===== src/rtl/sdram_pkg.sv =====
// Shared SDRAM definitions: command encodings {cs,ras,cas,we}, scheduler states
// and the mode-register field layout used during initialisation.
package sdram_pkg;

    typedef enum logic [3:0] {
        CMD_MRS   = 4'b0000,
        CMD_REF   = 4'b0001,
        CMD_PRE   = 4'b0010,
        CMD_ACT   = 4'b0011,
        CMD_WRITE = 4'b0100,
        CMD_READ  = 4'b0101,
        CMD_NOP   = 4'b0111
    } sdram_cmd_e;

    typedef enum logic [3:0] {
        ST_INIT_WAIT,
        ST_INIT_PRE,
        ST_INIT_REF,
        ST_INIT_MRS,
        ST_IDLE,
        ST_REFRESH,
        ST_ACT,
        ST_RW,
        ST_RECOVER
    } sched_state_e;

    localparam int unsigned INIT_REF_COUNT = 8;
    localparam int unsigned MRS_SETTLE     = 2;
    localparam int unsigned A10_BIT        = 10;

    // Mode register: [2:0] burst length code, [3] burst type (0 = sequential), [6:4] CAS latency
    localparam int unsigned MRS_BL_LSB = 0;
    localparam int unsigned MRS_BT_BIT = 3;
    localparam int unsigned MRS_CL_LSB = 4;

    function automatic logic [15:0] mrs_word(input int unsigned bl_code, input int unsigned cas_lat);
        logic [15:0] w;
        w = '0;
        w[MRS_BL_LSB +: 3] = 3'(bl_code);
        w[MRS_BT_BIT]      = 1'b0;
        w[MRS_CL_LSB +: 3] = 3'(cas_lat);
        return w;
    endfunction

endpackage


===== src/rtl/sdram_cmd_sched.sv =====
// SDRAM command scheduler: power-up init, periodic refresh and single-burst read/write arbitration.
// Define SDRAM_SCHED_RR_EN for round-robin arbitration; otherwise writes have fixed priority.
module sdram_cmd_sched
    import sdram_pkg::*;
#(
    parameter int unsigned BANK_WIDTH       = 2,
    parameter int unsigned ROW_WIDTH        = 13,
    parameter int unsigned COL_WIDTH        = 9,
    parameter int unsigned BURST_POW_SIZE   = 3,
    parameter int unsigned POWERUP_CYCLES   = 20000,
    parameter int unsigned REFRESH_INTERVAL = 780,
    parameter int unsigned tRCD             = 2,
    parameter int unsigned tRP              = 2,
    parameter int unsigned tRC              = 7,
    parameter int unsigned CAS_LAT          = 2
) (
    input  logic                                    i_clk,
    input  logic                                    i_rst,
    input  logic                                    i_wr_req,
    input  logic [BANK_WIDTH+ROW_WIDTH+COL_WIDTH-1:0] i_wr_addr,
    output logic                                    o_wr_ack,
    output logic                                    o_wr_data_en,
    input  logic                                    i_rd_req,
    input  logic [BANK_WIDTH+ROW_WIDTH+COL_WIDTH-1:0] i_rd_addr,
    output logic                                    o_rd_ack,
    output logic                                    o_rd_valid,
    output logic                                    o_init_done,
    output logic [3:0]                              o_cmd,
    output logic [BANK_WIDTH-1:0]                   o_ba,
    output logic [ROW_WIDTH-1:0]                    o_addr,
    output logic                                    o_cke
);

    localparam int unsigned ADDR_W     = BANK_WIDTH + ROW_WIDTH + COL_WIDTH;
    localparam int unsigned BURST_SIZE = 2 ** BURST_POW_SIZE;
    localparam int unsigned WR_RECOVER = BURST_SIZE + tRP;
    localparam int unsigned RD_RECOVER = BURST_SIZE + CAS_LAT + tRP;
    localparam int unsigned CNT_MAX    = (POWERUP_CYCLES > RD_RECOVER + tRC) ? POWERUP_CYCLES
                                                                            : RD_RECOVER + tRC;
    localparam int unsigned CNT_W      = $clog2(CNT_MAX + 1);
    localparam int unsigned REF_CNT_W  = $clog2(INIT_REF_COUNT);
    localparam int unsigned TMR_W      = $clog2(REFRESH_INTERVAL + 1);

    sched_state_e           state, state_d;
    logic [CNT_W-1:0]       cnt, cnt_d;
    logic [REF_CNT_W-1:0]   ref_cnt, ref_cnt_d;
    logic                   op_wr, op_wr_d;
    logic [ADDR_W-1:0]      op_addr, op_addr_d;
    logic [TMR_W-1:0]       ref_timer;
    logic                   refresh_pending;
    logic                   ref_issue;
    logic                   grant_wr, grant_rd;

    sdram_cmd_e             cmd_d;
    logic [BANK_WIDTH-1:0]  ba_d;
    logic [ROW_WIDTH-1:0]   a_d;
    logic                   init_done_d;
    logic                   wr_ack_d, rd_ack_d, wr_en_d, rd_valid_d;

`ifdef SDRAM_SCHED_RR_EN
    logic last_wr, last_wr_d;

    // The requester not served last wins a tie; reset state favours write first.
    assign grant_wr = i_wr_req && (!i_rd_req || !last_wr);
`else
    assign grant_wr = i_wr_req;
`endif
    assign grant_rd = i_rd_req && !grant_wr;

    // Next-state and next-output decode; all outputs are registered below.
    always_comb begin
        state_d     = state;
        cnt_d       = cnt + 1'b1;
        ref_cnt_d   = ref_cnt;
        op_wr_d     = op_wr;
        op_addr_d   = op_addr;
        cmd_d       = CMD_NOP;
        ba_d        = '0;
        a_d         = '0;
        init_done_d = o_init_done;
        wr_ack_d    = 1'b0;
        rd_ack_d    = 1'b0;
        wr_en_d     = 1'b0;
        rd_valid_d  = 1'b0;
        ref_issue   = 1'b0;
`ifdef SDRAM_SCHED_RR_EN
        last_wr_d   = last_wr;
`endif
        case (state)
            ST_INIT_WAIT: begin
                if (cnt == CNT_W'(POWERUP_CYCLES - 1)) begin
                    state_d = ST_INIT_PRE;
                    cnt_d   = '0;
                end
            end
            ST_INIT_PRE: begin
                if (cnt == '0) begin
                    cmd_d         = CMD_PRE;
                    a_d[A10_BIT]  = 1'b1;
                end
                if (cnt == CNT_W'(tRP)) begin
                    state_d = ST_INIT_REF;
                    cnt_d   = '0;
                end
            end
            ST_INIT_REF: begin
                if (cnt == '0) cmd_d = CMD_REF;
                if (cnt == CNT_W'(tRC)) begin
                    cnt_d = '0;
                    if (ref_cnt == REF_CNT_W'(INIT_REF_COUNT - 1)) begin
                        state_d   = ST_INIT_MRS;
                        ref_cnt_d = '0;
                    end else begin
                        ref_cnt_d = ref_cnt + 1'b1;
                    end
                end
            end
            ST_INIT_MRS: begin
                if (cnt == '0) begin
                    cmd_d = CMD_MRS;
                    a_d   = ROW_WIDTH'(mrs_word(BURST_POW_SIZE, CAS_LAT));
                end
                if (cnt == CNT_W'(MRS_SETTLE)) begin
                    state_d     = ST_IDLE;
                    cnt_d       = '0;
                    init_done_d = 1'b1;
                end
            end
            ST_IDLE: begin
                cnt_d = '0;
                if (refresh_pending) begin
                    state_d = ST_REFRESH;
                end else if (grant_wr || grant_rd) begin
                    state_d   = ST_ACT;
                    op_wr_d   = grant_wr;
                    op_addr_d = grant_wr ? i_wr_addr : i_rd_addr;
`ifdef SDRAM_SCHED_RR_EN
                    last_wr_d = grant_wr;
`endif
                end
            end
            ST_REFRESH: begin
                if (cnt == '0) begin
                    cmd_d     = CMD_REF;
                    ref_issue = 1'b1;
                end
                if (cnt == CNT_W'(tRC)) begin
                    state_d = ST_IDLE;
                    cnt_d   = '0;
                end
            end
            ST_ACT: begin
                if (cnt == '0) begin
                    cmd_d = CMD_ACT;
                    ba_d  = op_addr[ADDR_W-1 -: BANK_WIDTH];
                    a_d   = op_addr[COL_WIDTH +: ROW_WIDTH];
                end
                if (cnt == CNT_W'(tRCD)) begin
                    state_d = ST_RW;
                    cnt_d   = '0;
                end
            end
            ST_RW: begin
                cmd_d                  = op_wr ? CMD_WRITE : CMD_READ;
                ba_d                   = op_addr[ADDR_W-1 -: BANK_WIDTH];
                a_d[COL_WIDTH-1:0]     = op_addr[COL_WIDTH-1:0];
                a_d[A10_BIT]           = 1'b1;
                wr_ack_d               = op_wr;
                rd_ack_d               = !op_wr;
                wr_en_d                = op_wr;
                state_d                = ST_RECOVER;
                cnt_d                  = '0;
            end
            ST_RECOVER: begin
                // Count 0 lines up with the cycle after the READ/WRITE command.
                wr_en_d    = op_wr && (cnt < CNT_W'(BURST_SIZE - 1));
                rd_valid_d = !op_wr && (cnt >= CNT_W'(CAS_LAT - 1))
                                    && (cnt < CNT_W'(CAS_LAT + BURST_SIZE - 1));
                if ((op_wr && cnt == CNT_W'(WR_RECOVER - 1)) ||
                    (!op_wr && cnt == CNT_W'(RD_RECOVER - 1))) begin
                    state_d = ST_IDLE;
                    cnt_d   = '0;
                end
            end
            default: begin
                state_d = ST_INIT_WAIT;
                cnt_d   = '0;
            end
        endcase
    end

    // State, counters, latched request and registered SDRAM outputs.
    always_ff @(posedge i_clk or posedge i_rst) begin
        if (i_rst) begin
            state        <= ST_INIT_WAIT;
            cnt          <= '0;
            ref_cnt      <= '0;
            op_wr        <= 1'b0;
            op_addr      <= '0;
            o_cmd        <= CMD_NOP;
            o_ba         <= '0;
            o_addr       <= '0;
            o_cke        <= 1'b1;
            o_init_done  <= 1'b0;
            o_wr_ack     <= 1'b0;
            o_rd_ack     <= 1'b0;
            o_wr_data_en <= 1'b0;
            o_rd_valid   <= 1'b0;
`ifdef SDRAM_SCHED_RR_EN
            last_wr      <= 1'b0;
`endif
        end else begin
            state        <= state_d;
            cnt          <= cnt_d;
            ref_cnt      <= ref_cnt_d;
            op_wr        <= op_wr_d;
            op_addr      <= op_addr_d;
            o_cmd        <= cmd_d;
            o_ba         <= ba_d;
            o_addr       <= a_d;
            o_cke        <= 1'b1;
            o_init_done  <= init_done_d;
            o_wr_ack     <= wr_ack_d;
            o_rd_ack     <= rd_ack_d;
            o_wr_data_en <= wr_en_d;
            o_rd_valid   <= rd_valid_d;
`ifdef SDRAM_SCHED_RR_EN
            last_wr      <= last_wr_d;
`endif
        end
    end

    // Refresh timer runs only after init; an expiry wins over a same-cycle REF issue.
    always_ff @(posedge i_clk or posedge i_rst) begin
        if (i_rst) begin
            ref_timer       <= '0;
            refresh_pending <= 1'b0;
        end else if (!o_init_done) begin
            ref_timer <= TMR_W'(REFRESH_INTERVAL - 1);
        end else if (ref_timer == '0) begin
            ref_timer       <= TMR_W'(REFRESH_INTERVAL - 1);
            refresh_pending <= 1'b1;
        end else begin
            ref_timer <= ref_timer - 1'b1;
            if (ref_issue) refresh_pending <= 1'b0;
        end
    end

endmodule


===== config.mk =====
export PLATFORM = sky130hd
export DESIGN_NAME = sdram_cmd_sched
export DESIGN_NICKNAME = d
export VERILOG_FILES = /design/src/rtl/sdram_pkg.sv /design/src/rtl/sdram_cmd_sched.sv
export SDC_FILE = /design/constraint.sdc
export NUM_CORES = 1
export LEC_CHECK = 0
export ABC_AREA = 1
export ABC_CLOCK_PERIOD_IN_PS = 6200
export BUFFER_PORTS_ARGS = -buffer_cell sky130_fd_sc_hd__buf_2
export CAP_MARGIN = 10
export CORE_ASPECT_RATIO = 1.25
export CORE_MARGIN = 10
export CORE_UTILIZATION = 34
export CTS_CLUSTER_DIAMETER = 80
export DETAILED_ROUTE_END_ITERATION = 8
export PLACE_DENSITY = 0.51
export SLEW_MARGIN = 20
export SYNTH_ARGS = -nofsm -noshare
export SYNTH_HDL_FRONTEND = slang
export SYNTH_SLANG_ARGS = --single-unit

===== constraint.sdc =====
create_clock -name i_clk -period 6.2 [get_ports i_clk]
set_input_delay 0.31 -clock i_clk [delete_from_list [all_inputs] [get_ports i_clk]]
set_output_delay 0.31 -clock i_clk [all_outputs]
set_load 0.005 [all_outputs]

==> impl_metrics.toml <==
[run_status]
outcome = "finished clean"

[sta]
worst_pin_slew_ns = 0.9821
skew_ns = 0.006945
fin_crit_ns = 2.079
setup_viol = 0
hold_viol_final = 0
fmax_mhz = 481.0
slew_headroom_pct = 34.37
hold_ws_ns = 0.1594
tns_ns = 0
slew_viol_final = 0
grt_setup_unrepaired = "no"
post-route-period-util_pct = 33.53

[synthesis]
yosys.area.top_type_share_pct = 48.22
ys_seq_area_share_pct = 50.17
ys.flop_type = "dfrtp_1"
synth_cell_type_count = 35
synth_area_um2 = 4048
synth.area.top_cells = "dfrtp_1 (48%), nand2_1 (12%), nor2_1 (6.8%)"
ys_ff_latch = 81
synth_edf_count = 0
synth_top_area_cell = "dfrtp_1"
synth_warnings = 0
synth_cells = 491
synth_area_per_cell_um2 = 8.244
synthesis.nets = 551
synth-async-reset-ratio_pct = 100.0

[clocking]
htree_levels = 3
post_cts_resized = 0
cts_root_buf = "clkbuf_16"
path_clk_slew_ns = 0.06
clock_latency_ns = 0.33
post_cts.repair.setup_buffers = 0
numCtsBuffers = 9
post_cts_hold_buffer_count = 0
cts_sinks = 81
cts_buffer_depth = 2
cts_tree = "yes"

[global_routing]
grt_pass1_vias = 3639
grt_max_degree = 82
grt_overflow_total = 0
antenna_found_initial = 0
grt_pass1_wl_um = 17400
grtUsageTotal_pct = 12.39

[layout]
stdcell_count = 725
final-seq-area_um2 = 2031
diodes = 0
fill_cells = 1213
fin_nets = 619
drive_gt1_share_pct = 21.28
multi_input_area_um2 = 1770
area_delta_synth_final_pct = 20.09
final_area_um2 = 4861
fin_util_pct = 41.85

[placement]
routabilityCongestion = 0.8914
dp.cells = 709
place_area_um2 = 4528
io_buffer_count = 74
dpl.hpwl_um = 7431

[route]
vias = 3428
drtAntennaViolNets = 0
routedWlPerCell_um = 13.86
drt_iter0_drc = 111
dr.pass1.iters = 4
vias_per_cell = 4.728
drc = 0
wirelength_um = 10050

[worst_setup_path]
cp-end-kind = "register"
reg2reg_slack_ns = 4.12
crit_start = "state[0]"
reg2reg_to = "op_addr[15]"
crit_required_ns = 6.45
start_kind = "register"
r2r-start = "state[0]"
ff2ff_path_depth = 5
arrival_ns = 2.32
path_max_fanout = 50
critical_path_class = "reg -> reg"

[die]
dieArea_um2 = 16700
initial_utilization_pct = 34.84
placeableCoreArea_um2 = 11620
fp.dieH_um = 142.0
row_count = 44
die_width_um = 117.6
io_pins = 77

[power_and_ir_drop]
p_per_area_nw_per_um2 = 245.1
peakVddDrop_mv = 0.1370
cellLeakagePower_nw = 2.391

[hold_path]
hold_class = "in -> async"

[run]
drv_cap = 0
-- synth_stat cells (all sizes together), types with 3 or more instances --
cell      n
inv      39
a31oi    24
ha        8
nand3    37
nor3     13
a21boi    4
nand2   130
buf      13
a21oi    14
xor2      7
dfrtp    78
nor2     83
o21ai    12
xnor2     4
dfstp     3
nand4     5
clkbuf    5
-- cell type report --
class                           count  share of cell area [%]
Tap cell                          161                   4.144
Sequential cell                    81                   41.78
Clock buffer                       10                   4.916
Timing Repair Buffer               75                   7.851
Multi-Input combinational cell    353                   36.42
Inverter                           39                   3.037
Clock inverter                      6                   1.853
-- sequential cells by signal, indices dropped and copies added, names as in the netlist --
register and cells:
o_rd_ack 1, o_init_done 1, ref_timer 10, o_addr 13, state 4, op_addr 24
o_wr_ack 1, o_wr_data_en 1, op_wr 1, o_ba 2, o_cmd 3, refresh_pending 1
ref_cnt 3, o_rd_valid 1, cnt 15
-- worst max-delay path, stage by stage (launching register included) --
cell and delay (ns):
dfrtp_1 0.49, nor2_4 0.23, nand3_1 0.19, nor2_4 0.78, nor2_1 0.10, a31oi_1 0.19
-- routing by layer --
| metal | up-vias | GRT usage (%) | wire length [um] |
|---|---|---|---|
| li1 | 1729 | - | - |
| met1 | 1600 | 15.48 | 4618 |
| met2 | 87 | 20.40 | 4813 |
| met3 | 12 | 3.176 | 488 |
| met4 | 0 | 4.302 | 126 |
| met5 | - | 0 | 0 |
-- placed cells by master (no fill, tap or decap), types with 3 or more instances in the layout --
cell type,instances
dfrtp_1,78
nor2_4,6
xnor2_1,4
nand4_1,5
a21oi_1,11
nor2_1,73
nand3_1,35
nor2_2,4
inv_2,5
dfstp_2,3
o21ai_0,12
inv_1,33
clkbuf_16,9
buf_2,74
nand2_1,126
nand2_2,4
ha_1,8
a21boi_0,4
xor2_1,7
a31oi_1,24
nor3_1,12
-- cells by family after synthesis --
group | after synthesis | share of synthesized area (%)
DFF | 81 | 50.17
adders and majority gates | 8 | 2.473
and+or+nand+nor | 272 | 29.30
AOI/OAI and AO/OA | 60 | 9.274
buffers and inverters | 57 | 6.213
xor gates and xnor gates | 11 | 2.380
other | 2 | 0.1855
-- through the flow --
stage | total power, W | worst slack (ns)
final | 0.001191 | 4.121
after detailed placement | 0.0006207 | 4.074
after CTS | 0.001207 | 4.114
after global placement | 0.0006193 | 4.121
after floorplan | 0.0005948 | 3.815
after global routing | 0.001240 | 3.872
-- worst max path at each step --
stage	endpoint	slack, ns	depth (start not counted)
finish	op_addr[15]	4.12	5
detailed placement	op_addr[15]	4.07	5
CTS	op_addr[15]	4.11	5
floorplan	cnt[0]	3.81	1
global route	op_addr[1]	3.87	5
global placement	op_addr[21]	4.12	5
-- power breakdown --
group,leakage (nW),internal (W),switching [W]
Clock,0.159,0.000365,0.000217
Sequential,1.03,0.000544,0.00000795
Combinational,1.20,0.0000245,0.0000327
Power figures use the tool's default switching activity.
